===== src/rtl/minterm_pkg.sv =====
// Shared types and limits for the minterm scanner.
// Holds the scan state encoding and truth-table width helper.
package minterm_pkg;

    localparam int N_IN_MAX   = 4;
    localparam int SETTLE_MAX = 15;
    localparam int CNT_W      = $clog2(SETTLE_MAX + 1);

    typedef enum logic [1:0] {
        ST_IDLE = 2'd0,
        ST_SCAN = 2'd1,
        ST_DONE = 2'd2
    } scan_state_t;

    function automatic int tt_width(input int n_in);
        return 1 << n_in;
    endfunction

endpackage


===== src/rtl/minterm_scanner.sv =====
// Walks every minterm of an external function, captures its truth
// table and compares it against a golden table.
module minterm_scanner
    import minterm_pkg::*;
#(
    parameter int N_IN   = 2,
    parameter int SETTLE = 1
) (
    input  logic                        clk,
    input  logic                        rst_n,
    input  logic                        start,
    input  logic                        abort,
    input  logic [tt_width(N_IN)-1:0]   exp_tt,
    output logic [N_IN-1:0]             fn_in,
    input  logic                        fn_out,
    output logic                        busy,
    output logic                        done,
    output logic [tt_width(N_IN)-1:0]   tt,
    output logic                        tt_valid,
    output logic                        match
);

    localparam int W  = tt_width(N_IN);
    localparam int MW = N_IN + 1;

    localparam logic [MW-1:0]    LAST_M = MW'(W - 1);
    localparam logic [CNT_W-1:0] LAST_C = CNT_W'(SETTLE - 1);

    scan_state_t      state;
    logic [MW-1:0]    m;
    logic [CNT_W-1:0] c;
    logic [MW-1:0]    m_inc;
    logic [W-1:0]     tt_nxt;

    assign m_inc = m + MW'(1);

    // table as it will look once the current minterm is sampled
    always_comb begin
        tt_nxt = tt;
        tt_nxt[m[N_IN-1:0]] = fn_out;
    end

    always_ff @(posedge clk or negedge rst_n) begin
        if (!rst_n) begin
            state    <= ST_IDLE;
            m        <= '0;
            c        <= '0;
            fn_in    <= '0;
            busy     <= 1'b0;
            done     <= 1'b0;
            tt       <= '0;
            tt_valid <= 1'b0;
            match    <= 1'b0;
        end else begin
            done <= 1'b0;
            if (abort) begin
                state    <= ST_IDLE;
                m        <= '0;
                c        <= '0;
                fn_in    <= '0;
                busy     <= 1'b0;
                tt_valid <= 1'b0;
                match    <= 1'b0;
            end else begin
                case (state)
                    ST_IDLE, ST_DONE: begin
                        m     <= '0;
                        c     <= '0;
                        fn_in <= '0;
                        if (start) begin
                            state    <= ST_SCAN;
                            busy     <= 1'b1;
                            tt       <= '0;
                            tt_valid <= 1'b0;
                            match    <= 1'b0;
                        end else begin
                            state <= ST_IDLE;
                            busy  <= 1'b0;
                        end
                    end
                    ST_SCAN: begin
                        if (c == LAST_C) begin
                            tt <= tt_nxt;
                            c  <= '0;
                            if (m == LAST_M) begin
                                state    <= ST_DONE;
                                m        <= '0;
                                fn_in    <= '0;
                                busy     <= 1'b0;
                                done     <= 1'b1;
                                tt_valid <= 1'b1;
                                match    <= (tt_nxt == exp_tt);
                            end else begin
                                m     <= m_inc;
                                fn_in <= m_inc[N_IN-1:0];
                            end
                        end else begin
                            c <= c + CNT_W'(1);
                        end
                    end
                    default: begin
                        state <= ST_IDLE;
                        m     <= '0;
                        c     <= '0;
                        fn_in <= '0;
                        busy  <= 1'b0;
                    end
                endcase
            end
        end
    end

endmodule

===== config.mk =====
export PLATFORM = sky130hd
export DESIGN_NAME = minterm_scanner
export DESIGN_NICKNAME = d
export VERILOG_FILES = /design/src/rtl/minterm_pkg.sv /design/src/rtl/minterm_scanner.sv
export SDC_FILE = /design/constraint.sdc
export NUM_CORES = 1
export LEC_CHECK = 0
export BUFFER_PORTS_ARGS = -buffer_cell sky130_fd_sc_hd__buf_4
export CORE_UTILIZATION = 45
export DETAILED_ROUTE_END_ITERATION = 7
export HOLD_SLACK_MARGIN = 0.1
export PLACE_DENSITY = 0.68
export SETUP_SLACK_MARGIN = 0.4
export SLEW_MARGIN = 40
export SYNTH_ARGS = -nofsm -noshare
export SYNTH_HDL_FRONTEND = slang
export SYNTH_SLANG_ARGS = --single-unit

===== constraint.sdc =====
create_clock -name clk -period 2.9 [get_ports clk]
set_clock_uncertainty 0.15 [all_clocks]
set_input_delay 0.29 -clock clk [delete_from_list [all_inputs] [get_ports clk]]
set_output_delay 0.29 -clock clk [all_outputs]
set_load 0.05 [all_outputs]

After elaboration in Yosys (flattened, before gate mapping) --
Cells that the tools add are included.
Word-level totals: register bits 19, input bits 9, output and inout port bits 10, word-level logic and storage cells 72
Operators by class: $add $sub $neg 2, magnitude comparators 2, equal/unequal tests 9, multiplexer cells 40, bitwise gates (word level) 1, reductions and logical operators 9
Operators with widths (number):
- 2-to-1 mux 4 bit | 5
- 2-to-1 mux 1 bit | 17
- 2-to-1 mux 2 bit | 7
- 2-to-1 mux 3 bit | 4
- inequality test 3 bit, second input constant | 3
- case mux 4 bit (2 select lines) | 1
- AND reduction 4 bit | 2
- case mux 1 bit (2 select lines) | 3
- adder 4 x 1 -> 4 bit, second input constant | 1
- bitwise mux 4 bit | 1
- equality test 4 bit | 1
- logical NOT 4 bit | 1
- inequality test 2 bit, second input constant | 2
- case mux 2 bit (2 select lines) | 1
- adder 3 x 1 -> 3 bit, second input constant | 1
- equality test 3 x 2 -> 1 bit, second input constant | 1
- less-than comparator 2 x 3 -> 1 bit, second input constant | 1
- nonzero test 3 bit | 1
- demux 1 bit (select 2 bit) | 1
- equality test 2 x 1 -> 1 bit, second input constant | 1
- equality test 2 bit, second input constant | 1
- >= comparator 2 x 1 -> 1 bit, second input constant | 1
- logical NOT 2 bit | 1
- AND reduction 2 bit | 1
- other kinds (4) | 4

Logic depth before layout (Yosys ltp) --
depth after elaboration 10, gate-level depth with buffers 7, depth with buffers taken out 6

Worst setup path before layout --
OpenSTA, ideal clock, no wires.
path kind reg2reg, from register c[0], to register tt[3], setup time 0.121 ns, arrival 1.570 ns, data required time 2.629 ns, setup slack 1.059 ns, cell stages (with the launch flop) 8, path buffers 1, clock period less this slack 1.841 ns, cells stage by stage dfrtp_1 inv_1 ha_1 or3b_1 buf_6 o21ai_2 o211ai_2 a22o_1
Between the ends: longest elaborated chain between the ends 3
RTL lines:
- start: declaration | RTL line minterm_scanner.sv:31 | logic [CNT_W-1:0] c;
- start signal: assignment | RTL line minterm_scanner.sv:98 | c <= c + CNT_W'(1);
- logical NOT 4 bit | RTL line minterm_scanner.sv:82 | if (c == LAST_C) begin
- inequality test 2 bit (no source line)
- AND reduction 4 bit (no source line)
- end signal: assignment | RTL line minterm_scanner.sv:83 | tt <= tt_nxt;
- end: declaration | RTL line minterm_scanner.sv:18 | output logic [tt_width(N_IN)-1:0] tt,
Every way passes these cells. A chain may end at the register's enable or synchronous reset.

Worst setup path after layout --
from input abort, to register tt_valid
Between the ends: longest elaborated chain between the ends 2, elaborated cells on any way between the ends 6, those cells by class 3 x eq/ne; 1 x mux; 2 x reduce/logical
RTL lines:
- start: declaration | RTL line minterm_scanner.sv:12 | input logic abort,
- inequality test 3 bit (no source line) or nonzero test 3 bit (tied branches)
- AND reduction 4 bit (no source line)
- end signal: assignment | RTL line minterm_scanner.sv:52 | tt_valid <= 1'b0;
- end signal: assignment | RTL line minterm_scanner.sv:62 | tt_valid <= 1'b0;
- end signal: assignment | RTL line minterm_scanner.sv:74 | tt_valid <= 1'b0;
- end: declaration | RTL line minterm_scanner.sv:19 | output logic tt_valid,
Parallel ways exist; a longest one is shown, timed or not.

==> metrics.txt <==
number of iterations in the first detailed-routing pass=5; CTS tree=done; # H-tree levels=1; Remaining DRCs=0; crit path kind=in -> reg; CP peak stage delay=around 0.53 ns; Synth area leaders=dfrtp_1 (47%), ha_1 (8.3%), xnor2_1 (5.8%); count of final hold-check violations=0; Root Driver=clkbuf_4; DPL Wire Length=between 1 and 1.5 mm; IO Count=19; Die X=roughly 47 um; Max Buffers Root-to-Sink=2; IO Port Bufs=18; global-route wire length before repair=around 2.8 mm; syn_nets=a little under 100; status=finished clean; Final Max Slew Viols=0; minimum clock period=2.006 ns; Worst setup SP type=input pin; GPL Wtd Cong=between 0.8 and 0.9; GRT overflow=0; largest net degree at the start of global routing=18; Pwr per Cell Area=435.6 nW/um^2; Worst setup EP type=flop; Final setup viols=0; Vias=between 600 and 700; layout cells sized above 1=between 20% and 30%; Data arrival, critical path=between 2 and 2.5 ns; Avg Cell Area, Syn=about 11 um^2; maximum VDD drop=approximately 0.33 mV; # diodes=0; Total Neg Setup Slack=0 ns; total die area=about 2200 um^2; total wire length=~1.7 mm; HP Class=in -> async; mapped cell area=between 900 and 1000 um^2; Max-cap violations=0; Reg clk slew, reported paths=roughly 0.09 ns; Cell Rows=15; total CTS buffers=3; DR vias/cell=approximately 5.2; CTS-repair resized insts=0; Sink Count=17; CORE AREA=approximately 1800 um^2; RSZ-0062 raised after global routing=false; Slew @ Worst Pin=0.5580 ns; Iter 0 DRT Violations=9; Fmax=roughly 500 MHz; initial antenna violation count=0; Ys Warns=0; area leader, netlist=dfrtp_1; Tcrit/Tclk final=slightly below 70%; cells along the critical path=dlygate4sd3_1 -> buf_4 -> or3b_2 -> nor3_1 -> nor2_1 -> a21oi_1; placed insts=124; GRT Overall Usage=between 10% and 20%; antenna viol nets, final=0; Die Span Y=about 47 um; Initial Util=about half; static leakage=around 0.53 nW; CP required=2.97 ns; CP max stage cell=dlygate4sd3_1; nets=121; post-synthesis sequential area ratio=46.83%; Post-Synthesis Cells=84; vias in the first global route=650; worst-skew pair later-pin latency=around 0.29 ns; worst-path fanout max=5; Max-slew headroom=between 60% and 70%; final cell count without fillers=130; Yosys reg bits=17; Synth cell types=30; Layout area overhead=20.52%; wire per inst=13.32 um; area share of the largest cell type after synthesis=~47%
-- timing repair --
item                                   CTS  global route
setup endpoints to repair                0             0
endpoints found under the hold margin   19             0
buffers inserted                         0             0
hold buffers                             2             0
-- per-stage QoR --
stage	instance area, um^2	power [W]	hold WS (ns)	util, %	worst slack (ns)
floorplan	908.4	0.0003222	-0.1556	-	1.059
global placement	1049	0.0003550	0.01529	58.19	0.9889
detailed placement	1049	0.0003550	0.01404	58.19	0.9613
finish	1095	0.0004769	0.2343	60.76	0.8936
CTS	1095	0.0004827	0.2309	60.76	0.9065
global route	1095	0.0004998	0.2454	60.76	0.7802
-- worst max-delay path, delay by kind of cell --
family                 cells  cell delay (ns)
and+or+nand+nor            3             0.98
AOI/OAI and AO/OA          1             0.12
buffers and inverters      2             0.68
-- cells in the mapped netlist (all sizes together) --
cell,n
nor4,1
buf,3
a21oi,3
nor3,2
or3b,2
nor2,5
xnor2,6
mux2i,4
a21boi,1
or2,1
nand3,2
nand2,4
dfrtp,17
o211ai,4
xor2,1
nand2b,3
o22ai,1
nor3b,2
a22o,4
inv,6
and3,1
and2,1
o21ai,3
ha,6
a21o,1
-- final cells by class --
| cell class | instances | area, um^2 |
|---|---|---|
| clock buffer | 4 | 26.28 |
| fill | 163 | 706.9 |
| inverter | 6 | 22.52 |
| multi-input combinational | 58 | 434.2 |
| sequential | 17 | 425.4 |
| tap | 25 | 31.28 |
| timing repair buffer | 20 | 155.1 |
-- layer usage --
| layer | vias to the layer above | wire length (um) | GRT usage, % |
|---|---|---|---|
| met4 | 0 | 25 | 8.571 |
| met5 | - | 0 | 0 |
| li1 | 329 | - | - |
| met2 | 18 | 820 | 31.11 |
| met1 | 321 | 829 | 24.88 |
| met3 | 4 | 56 | 2.308 |
-- logic make-up (layout without fill, tap and decap cells) --
logic type | after synthesis | in the layout | synth area share, %
XOR/XNOR | 7 | 7 | 6.749
multiplexers | 4 | 4 | 4.408
flip-flops | 17 | 17 | 46.83
adder cells (fa/ha/maj) | 6 | 6 | 8.264
AND/OR/NAND/NOR | 24 | 24 | 14.60
AO/OA/AOI/OAI | 17 | 17 | 13.77
buffers and inverters | 9 | 30 | 5.371
-- power breakdown --
group           total, W  internal (W)  switching, W
clock           0.000125     0.0000535     0.0000715
combinational  0.0000997     0.0000403     0.0000594
sequential      0.000252      0.000245    0.00000735
total           0.000477      0.000339      0.000138
-- path summary, 6_finish.rpt --
check | startpoint | endpoint | slack (ns) | cells past startpoint
min in group clk | start | busy | 0.23 | 3
worst min-delay path | rst_n | c[0] | 0.23 | 2
worst min register to register | c[0] | c[0] | 0.34 | 1
max in group asynchronous | rst_n | tt[1] | 2.18 | 2
worst max-delay path | abort | tt_valid | 0.89 | 6
worst max register to register | c[0] | tt[3] | 0.94 | 6
-- registers in the layout (all words and copies together) (netlist names) --
register / flops
m: 2
done: 1
c: 4
state: 2
tt_valid: 1
fn_in: 1
busy: 1
tt: 4
match: 1
-- layout by cell type, fill, tap and decap left out, drive strengths merged --
| master | synthesis | layout |
|---|---|---|
| a21o | 1 | 1 |
| o22ai | 1 | 1 |
| nand2b | 3 | 3 |
| dfrtp | 17 | 17 |
| nand2 | 4 | 4 |
| nor4 | 1 | 1 |
| and3 | 1 | 1 |
| buf | 3 | 18 |
| a22o | 4 | 4 |
| o21ai | 3 | 3 |
| nor3b | 2 | 2 |
| mux2i | 4 | 4 |
| o211ai | 4 | 4 |
| xor2 | 1 | 1 |
| clkbuf | 0 | 4 |
| a21boi | 1 | 1 |
| xnor2 | 6 | 6 |
| a21oi | 3 | 3 |
| nand3 | 2 | 2 |
| dlygate4sd3 | 0 | 2 |
| or3b | 2 | 2 |
| ha | 6 | 6 |
| nor3 | 2 | 2 |
| nor2 | 5 | 5 |
| inv | 6 | 6 |
| or2 | 1 | 1 |
| and2 | 1 | 1 |
(Power assumes the default switching activity.)
